--- src/rtl/axi_arb_pkg.sv ---
// axi_arb_pkg
// Shared types and constants for the two-master AXI4 read arbiter.
//   arb_state_t     : arbiter FSM states (2-bit encoding)
//   AXI_RESP_OKAY   : AXI "OKAY" read response code
//   AXI_BURST_INCR  : AXI incrementing burst type code
package axi_arb_pkg;

    typedef enum logic [1:0] {
        ARB_IDLE = 2'd0,
        ARB_ADDR = 2'd1,
        ARB_DATA = 2'd2
    } arb_state_t;

    localparam logic [1:0] AXI_RESP_OKAY  = 2'b00;
    localparam logic [1:0] AXI_BURST_INCR = 2'b01;

endpackage

--- src/rtl/rr_arbiter_2.sv ---
// rr_arbiter_2
// Two-requester round-robin pick, purely combinational.
//   req[1:0] : in  request lines, bit N = requester N
//   prio     : in  requester that wins when both request
//   grant    : out index of the selected requester (0 when nothing requests)
//   valid    : out at least one requester is active
module rr_arbiter_2
    import axi_arb_pkg::*;
(
    input  logic [1:0] req,
    input  logic       prio,
    output logic       grant,
    output logic       valid
);

    // A lone requester always wins; prio only breaks a tie.
    always_comb begin
        valid = |req;
        grant = 1'b0;
        if (req == 2'b11) begin
            grant = prio;
        end else if (req[1]) begin
            grant = 1'b1;
        end
    end

endmodule

--- src/rtl/axi_read_arbiter.sv ---
// axi_read_arbiter
// Two-master to one-slave AXI4 read-channel arbiter. The AR channel is granted
// round-robin; the winner owns the slave until its RLAST beat, then the arbiter
// returns to IDLE and re-arbitrates. Returned beat counts are checked against
// the latched ARLEN and any disagreement sets a sticky len_err flag.
// Ports:
//   clk, rst                      : clock, synchronous active-high reset
//   mN_ar* (N=0,1) / s_ar*        : read address channel, master side / slave side
//   mN_r*  (N=0,1) / s_r*         : read data channel, master side / slave side
//   len_err                       : sticky beat-count error, cleared only by rst
module axi_read_arbiter
    import axi_arb_pkg::*;
#(
    parameter int ADDRESS_WIDTH = 8,
    parameter int DATA_WIDTH    = 32
) (
    input  logic                     clk,
    input  logic                     rst,

    input  logic [ADDRESS_WIDTH-1:0] m0_araddr,
    input  logic [7:0]               m0_arlen,
    input  logic [2:0]               m0_arsize,
    input  logic [1:0]               m0_arburst,
    input  logic                     m0_arvalid,
    output logic                     m0_arready,
    output logic [DATA_WIDTH-1:0]    m0_rdata,
    output logic [1:0]               m0_rresp,
    output logic                     m0_rlast,
    output logic                     m0_rvalid,
    input  logic                     m0_rready,

    input  logic [ADDRESS_WIDTH-1:0] m1_araddr,
    input  logic [7:0]               m1_arlen,
    input  logic [2:0]               m1_arsize,
    input  logic [1:0]               m1_arburst,
    input  logic                     m1_arvalid,
    output logic                     m1_arready,
    output logic [DATA_WIDTH-1:0]    m1_rdata,
    output logic [1:0]               m1_rresp,
    output logic                     m1_rlast,
    output logic                     m1_rvalid,
    input  logic                     m1_rready,

    output logic [ADDRESS_WIDTH-1:0] s_araddr,
    output logic [7:0]               s_arlen,
    output logic [2:0]               s_arsize,
    output logic [1:0]               s_arburst,
    output logic                     s_arvalid,
    input  logic                     s_arready,
    input  logic [DATA_WIDTH-1:0]    s_rdata,
    input  logic [1:0]               s_rresp,
    input  logic                     s_rlast,
    input  logic                     s_rvalid,
    output logic                     s_rready,

    output logic                     len_err
);

    arb_state_t state;
    logic       prio;
    logic       grant;
    logic [7:0] len_q;
    logic [7:0] beat_cnt;

    logic       arb_grant;
    logic       arb_valid;
    logic       in_addr;
    logic       in_data;
    logic       r_hs;

    rr_arbiter_2 u_rr (
        .req   ({m1_arvalid, m0_arvalid}),
        .prio  (prio),
        .grant (arb_grant),
        .valid (arb_valid)
    );

    assign in_addr = (state == ARB_ADDR);
    assign in_data = (state == ARB_DATA);
    assign r_hs    = s_rvalid & s_rready;

    // AR fields follow the latched grant; only the valid/ready pair is state-gated.
    assign s_araddr   = grant ? m1_araddr  : m0_araddr;
    assign s_arlen    = grant ? m1_arlen   : m0_arlen;
    assign s_arsize   = grant ? m1_arsize  : m0_arsize;
    assign s_arburst  = grant ? m1_arburst : m0_arburst;
    assign s_arvalid  = in_addr;
    assign m0_arready = in_addr & ~grant & s_arready;
    assign m1_arready = in_addr &  grant & s_arready;

    // Read data fans out to both masters; only the granted master sees rvalid.
    assign s_rready  = in_data & (grant ? m1_rready : m0_rready);
    assign m0_rvalid = in_data & ~grant & s_rvalid;
    assign m1_rvalid = in_data &  grant & s_rvalid;
    assign m0_rdata  = s_rdata;
    assign m1_rdata  = s_rdata;
    assign m0_rresp  = s_rresp;
    assign m1_rresp  = s_rresp;
    assign m0_rlast  = s_rlast;
    assign m1_rlast  = s_rlast;

    // Burst sequencer: arbitrate in IDLE, hold AR until accepted, then count
    // beats until RLAST. The burst always ends on RLAST even when the count
    // disagrees with the latched length; the disagreement only sets len_err.
    always_ff @(posedge clk) begin
        if (rst) begin
            state    <= ARB_IDLE;
            prio     <= 1'b0;
            grant    <= 1'b0;
            len_q    <= 8'd0;
            beat_cnt <= 8'd0;
            len_err  <= 1'b0;
        end else begin
            case (state)
                ARB_IDLE: begin
                    if (arb_valid) begin
                        grant <= arb_grant;
                        state <= ARB_ADDR;
                    end
                end
                ARB_ADDR: begin
                    if (s_arready) begin
                        len_q    <= s_arlen;
                        beat_cnt <= 8'd0;
                        state    <= ARB_DATA;
                    end
                end
                ARB_DATA: begin
                    if (r_hs) begin
                        beat_cnt <= beat_cnt + 8'd1;
                        if (s_rlast) begin
                            if (beat_cnt != len_q) begin
                                len_err <= 1'b1;
                            end
                            prio  <= ~grant;
                            state <= ARB_IDLE;
                        end else if (beat_cnt == len_q) begin
                            len_err <= 1'b1;
                        end
                    end
                end
                default: state <= ARB_IDLE;
            endcase
        end
    end

endmodule
--- config.mk ---
export PLATFORM = sky130hd
export DESIGN_NAME = axi_read_arbiter
export DESIGN_NICKNAME = d
export VERILOG_FILES = /design/src/rtl/axi_arb_pkg.sv /design/src/rtl/rr_arbiter_2.sv /design/src/rtl/axi_read_arbiter.sv
export SDC_FILE = /design/constraint.sdc
export NUM_CORES = 1
export LEC_CHECK = 0
export CAP_MARGIN = 20
export CORE_MARGIN = 2
export CORE_UTILIZATION = 33
export CTS_CLUSTER_DIAMETER = 200
export CTS_CLUSTER_SIZE = 20
export DETAILED_ROUTE_END_ITERATION = 8
export GPL_TIMING_DRIVEN = 0
export PLACE_DENSITY_LB_ADDON = 0.3
export SYNTH_ARGS = -nofsm -noshare
export SYNTH_HDL_FRONTEND = slang
export SYNTH_SLANG_ARGS = --single-unit
--- constraint.sdc ---
create_clock -name clk -period 3 [get_ports clk]
set_input_delay 0.6 -clock clk [delete_from_list [all_inputs] [get_ports clk]]
set_output_delay 0.6 -clock clk [all_outputs]
set_load 0.03 [all_outputs]
==> summary.txt, run 1 <==
Run status
  • Status: finished, final reports clean

Clocking
  • Clk_lat worst skew: 260 ps
  • H-tree levels: 1
  • Post-CTS Resized: 0
  • Total CTS buffers: 3
  • CTS sink cnt: 21
  • Reg clk slew, reported paths: 80 ps
  • Max clock buf depth: 2
  • Setup bufs post-CTS: 0
  • CTS Hold Buffers Added: 0
  • CTS root buffer: clkbuf_8
  • CTS tree: built

Route
  • Detailed-route DRC error count: 0
  • DR vias: 2000
  • TritonRoute pass-1 iters: 4
  • Routed WL per cell: 13.0 µm
  • Initial DRC Count: 76
  • Antenna-violating nets left: 0
  • Drt via density: 4.45
  • Total Routed Length: 5820 µm

STA
  • Setup WS post-layout: 109 ps
  • Max frequency: 0.346 GHz
  • Slew Viols, Final: 0
  • Clk_skew: 3.21 ps
  • Post-route clock period utilization: 0.964
  • Tightest Pin Transition: 421 ps
  • Setup TNS: 0 ps
  • Worst slew margin: 0.719
  • Final setup violation count: 0
  • Final Hold Fails: 0
  • Unrepaired setup endpoints after global routing: no
  • Min Clock Period, post-route: 2890 ps

Logic synthesis
  • Mapped cell area: 1870 µm²
  • Synth area leader: buf_4
  • Post-synth top area share: 0.289
  • Count of flip-flops with a built-in enable after synthesis: 0
  • Ys Warns: 0
  • Part of the Yosys area used for sequential elements: 0.225
  • Netlist cell types: 36
  • Mapped Nets: 311
  • Largest cells by area after synthesis: buf_4 29%, dfxtp_1 22%, mux2_2 14%
  • Cells after Synth: 225
  • Asr flop ratio synth: 0
  • Syn_area_per_cell: 8.31 µm²
  • Dominant synthesized flop cell: dfxtp_1
  • Synth Register Bits: 21

Die
  • Die Area: 6290 µm²
  • Num rows: 27
  • CORE AREA: 5510 µm²
  • Top Ports: 183
  • Die X: 79.3 µm
  • Initial core utilization: 0.340
  • Die height: 79.3 µm

GRT
  • Largest net degree at the start of global routing: 12
  • Remaining Overflow, GRT: 0
  • Initial antenna violation count: 0
  • Wire length of the first global-routing pass: 8970 µm
  • Total GRT Usage: 0.180
  • Vias in the first global route: 1994

Layout
  • # diodes: 0
  • Filler cells: 461
  • Footprint of the multi-input gates: 875 µm²
  • Register area: 420 µm²
  • Finished Layout Cells: 449
  • Util after Layout: 0.636
  • Area grow syn2layout: 87.1%
  • Layout cells sized above 1: 0.286
  • # nets final: 464

Worst setup path
  • CP startpoint kind: register
  • Worst Setup End Kind: output pin
  • Critical setup path kind: register to output pin
  • Crit path max fanout: 10
  • Data arrival time of the worst path: 2290 ps
  • CP required: 2400 ps

Power and ir drop
  • Sw frac: 0.355
  • Int Pwr: 0.680 mW
  • Power, Total: 1.05 mW
  • Net switching power of the design: 0.375 mW
  • Seq pwr share: 0.286
  • Peak VDD IR: 0.159 mV
  • Clock network power share: 0.178
  • Comb pwr share: 0.536
  • Pleak: 1.45 nW
  • Pwr dens: 301 nW/µm²

Min path
  • Hold Crit Class: register to register

Placement
  • IO buf count: 148
  • Final RePlAce weighted congestion: 0.781
  • Dpl ws: 34.2 ps
  • Placed cells: 445
  • DPL Wire Length: 5090 µm

Run
  • Max-cap violation count: 0
[state kept, by name, indices dropped and copies added (netlist names)]
name	flops
grant	1
prio	1
len_q	8
len_err	1
state	2
beat_cnt	8
[layer usage]
| layer | track usage | wire length, µm | vias up |
|---|---|---|---|
| met2 | 0.359 | 3240 | 93 |
| met1 | 0.169 | 1890 | 903 |
| met3 | 0.0795 | 661 | 4 |
| met5 | 0 | 0 | - |
| met4 | 0.0310 | 38 | 0 |
| li1 | - | - | 1000 |
[layout by cell type, fill, tap and decap left out, types with 2 or more instances in the layout]
| master | count |
|---|---|
| nor2_1 | 28 |
| clkdlybuf4s50_1 | 143 |
| nor3_1 | 10 |
| o21ai_0 | 3 |
| clkbuf_8 | 3 |
| mux2_2 | 23 |
| buf_2 | 4 |
| nand4_1 | 3 |
| clkbuf_1 | 4 |
| a21oi_1 | 7 |
| xnor2_1 | 8 |
| and3b_1 | 2 |
| dfxtp_1 | 21 |
| nand2b_1 | 2 |
| buf_4 | 72 |
| and2_1 | 2 |
| nand3b_1 | 2 |
| nor2b_1 | 2 |
| nand2_1 | 9 |
| a311oi_1 | 4 |
| dlymetal6s2s_1 | 5 |
| nand3_1 | 3 |
[cell families (layout without fill, tap and decap cells)]
group / count (synthesis) / after routing / synth area share
buf+inv: 80 / 232 / 0.308
simple gates: 69 / 69 / 0.194
mux: 24 / 24 / 0.151
compound gates: 22 / 22 / 0.0789
flops: 21 / 21 / 0.225
xor+xnor: 8 / 8 / 0.0375
fa+ha+maj: 1 / 1 / 0.00669
[power by group through the flow]
stage          clock [mW]  combinational [mW]  sequential [mW]
3_5_place_dp            0               0.570            0.308
6_report            0.188               0.565            0.301
4_1_cts             0.191               0.572            0.301
3_3_place_gp            0               0.564            0.308
5_1_grt             0.201               0.597            0.303
2_1_floorplan           0               0.335            0.306
[final timing paths]
check	from	endpoint	slack [ps]	cells past startpoint
max	grant	s_arburst[0]	110	5
min	prio	prio	460	2
max reg2reg	state[0]	beat_cnt[7]	1520	5
min reg2reg	prio	prio	460	2
[cell type report]
cell class                      count  share of cell area
Timing Repair Buffer              148               0.427
Multi-Input combinational cell    124               0.250
Buffer                             79               0.163
Sequential cell                    21               0.120
Tap cell                           72              0.0257
Clock buffer                        4              0.0129
Inverter                            1             0.00107
[critical path: stages (launching register included)]
cell	delay (ps)
dfxtp_1	390
buf_4	210
buf_2	260
buf_4	210
mux2_2	350
clkdlybuf4s50_1	590
[through the flow]
step	hold WS [ps]	cell area [µm²]
after global routing	498	3500
after global placement	446	3440
after CTS	471	3490
final	463	3500
after detailed placement	460	3440
after floorplan	431	1870
[Yosys cell counts, types with 2 or more instances]
cell      number
and3b_1        2
xnor2_1        8
and2_1         2
nand3b_1       2
buf_4         72
nor3_1        10
a311oi_1       4
nand3_1        3
nand2b_1       2
nor2b_1        2
buf_2          4
a21oi_1        7
clkbuf_1       3
mux2_2        23
nand2_1        9
nand4_1        3
nor2_1        28
dfxtp_1       21
o21ai_0        3
No activity file was read; power rests on OpenSTA's default activity.
==> run 2: changes to the inputs <==
--- a/config.mk
+++ b/config.mk
@@ -13,6 +13,7 @@
 export DETAILED_ROUTE_END_ITERATION = 8
 export GPL_TIMING_DRIVEN = 0
 export PLACE_DENSITY_LB_ADDON = 0.3
+export SETUP_SLACK_MARGIN = 0.5
 export SYNTH_ARGS = -nofsm -noshare
 export SYNTH_HDL_FRONTEND = slang
 export SYNTH_SLANG_ARGS = --single-unit
==> run 2 against run 1 <==
Sequential power about the same. Clock-buffer cell count unchanged. Cell count unchanged. Largest power group unchanged. Highest routed layer unchanged.
==> summary.txt, run 2 (synthesis gave the netlist of run 1 again) <==
GRT
  • Remaining Overflow, GRT: 0
  • Initial antenna violation count: 0
  • Vias in the first global route: 1994
  • Total GRT Usage: 0.181
  • Largest net degree at the start of global routing: 12
  • Wire length of the first global-routing pass: 8990 µm

Clocking
  • H-tree levels: 1
  • CTS tree: built
  • CTS root buffer: clkbuf_8
  • Setup bufs post-CTS: 0
  • Max clock buf depth: 2
  • Reg clk slew, reported paths: 70 ps
  • Total CTS buffers: 3
  • CTS sink cnt: 21
  • Clk_lat worst skew: 260 ps

Worst setup path
  • Crit path cell chain: clkdlybuf4s50_1 -> mux2_2 -> clkdlybuf4s50_1
  • Worst path max stage delay: 670 ps
  • Setup crit start: m1_arlen[5]
  • Flop-to-flop setup slack: 1520 ps
  • Critical setup path kind: primary input to output pin
  • R2R depth: 5
  • R2r endpoint: beat_cnt[7]
  • CP Buf/Inv Count: 2
  • Slowest cell on the critical path: clkdlybuf4s50_1
  • Reg2reg start: state[0]
  • CP dominant cell by count: clkdlybuf4s50_1
  • CP startpoint kind: primary input
  • Data arrival time of the worst path: 1880 ps
  • Worst Setup End Kind: output pin
  • Top delay family on crit path: buffers and inverters
  • Crit path max fanout: 2
  • CP required: 2400 ps

Layout
  • Commonest cells after routing, fill and taps aside: 124 x clkdlybuf4s50_1, 71 x buf_4, 28 x nor2_1
  • # diodes: 0
  • Regs by FF count: beat_cnt (8), len_q (8), state (2)
  • Most common cell after layout, fill and taps aside: clkdlybuf4s50_1
  • Area grow syn2layout: 86.0%
  • Layout cells sized above 1: 0.310
  • # nets final: 464
  • Util after Layout: 0.632

Die
  • Die X: 79.3 µm
  • Die height: 79.3 µm
  • Top Ports: 183
  • Die Area: 6290 µm²
  • Initial core utilization: 0.340
  • Num rows: 27
  • CORE AREA: 5510 µm²

STA
  • Slew Viols, Final: 0
  • Max frequency: 0.403 GHz
  • Clk_skew: 2.40 ps
  • Tightest Pin Transition: 422 ps
  • Unrepaired setup endpoints after global routing: yes
  • Post-route clock period utilization: 0.828
  • Setup WS post-layout: 517 ps
  • Final Hold Fails: 0
  • Worst slew margin: 0.718
  • Setup TNS: 0 ps
  • Final setup violation count: 0
  • Min Clock Period, post-route: 2480 ps

Route
  • TritonRoute pass-1 iters: 4
  • Antenna-violating nets left: 0
  • Detailed-route DRC error count: 0
  • DR vias: 1992
  • Initial DRC Count: 96
  • Total Routed Length: 5810 µm
  • Routed WL per cell: 12.9 µm
  • Drt via density: 4.44

Power and ir drop
  • Pleak: 1.46 nW
  • Pwr dens: 300 nW/µm²
  • Peak VDD IR: 0.156 mV
  • Power, Total: 1.04 mW

Run status
  • Status: finished, final reports clean

Placement
  • IO buf count: 148
  • Final RePlAce weighted congestion: 0.781
  • Dpl ws: 34.2 ps
  • DPL Wire Length: 5090 µm

Run
  • Max-cap violation count: 0

Min path
  • Hold_sp: prio
  • WHS Path Cells: 2
  • Hold EP: prio
  • Hold Crit Class: register to register
[run 2: tightest hold or removal path: stages, from the launching register on]
cell	delay (ps)
dfxtp_1	310
nand2_1	50
a21oi_1	50
[run 2: layout make-up]
cell class / instances / area (µm²)
timing repair buffer: 148 / 1460
buffer: 79 / 582
sequential: 21 / 422
clock buffer: 4 / 45.0
tap: 72 / 90.1
inverter: 1 / 3.75
multi-input combinational: 124 / 875
fill: 476 / 2030
[run 2: worst max-delay path by stage]
stage	to	slack, ps	cells after the start
finish	s_arlen[5]	520	3
global route	m1_arready	450	5
CTS	m1_arready	310	5
detailed placement	m1_arready	30	5
global placement	m1_arready	20	5
floorplan	s_araddr[5]	1050	4
[run 2: repair_timing]
| item | 4_1_cts | 5_1_grt |
|---|---|---|
| resized for setup | 34 | 12 |
| gates cloned | 0 | 0 |
| endpoints found under the setup margin | 20 | 12 |
| hold buffers | 0 | 0 |
| pin swaps | 0 | 0 |
| endpoints found under the hold margin | 0 | 0 |
[run 2: per-stage QoR]
step | area, µm² | instances | hold slack, ps
finish | 3480 | 449 | 465
floorplan | 1870 | 225 | 431
global route | 3480 | 449 | 498
global placement | 3440 | 445 | 446
detailed placement | 3440 | 445 | 460
CTS | 3480 | 449 | 471
[run 2: routing by layer]
metal	up-vias	GRT usage	wire (µm)
li1	1000	-	-
met3	6	0.0795	642
met2	95	0.358	3230
met1	891	0.169	1870
met4	0	0.0397	73
met5	-	0	0
[run 2: report_power, final]
part,internal [mW],switching (mW)
registers,0.291,0.0104
logic,0.284,0.271
clock network,0.0948,0.0922
total,0.670,0.373
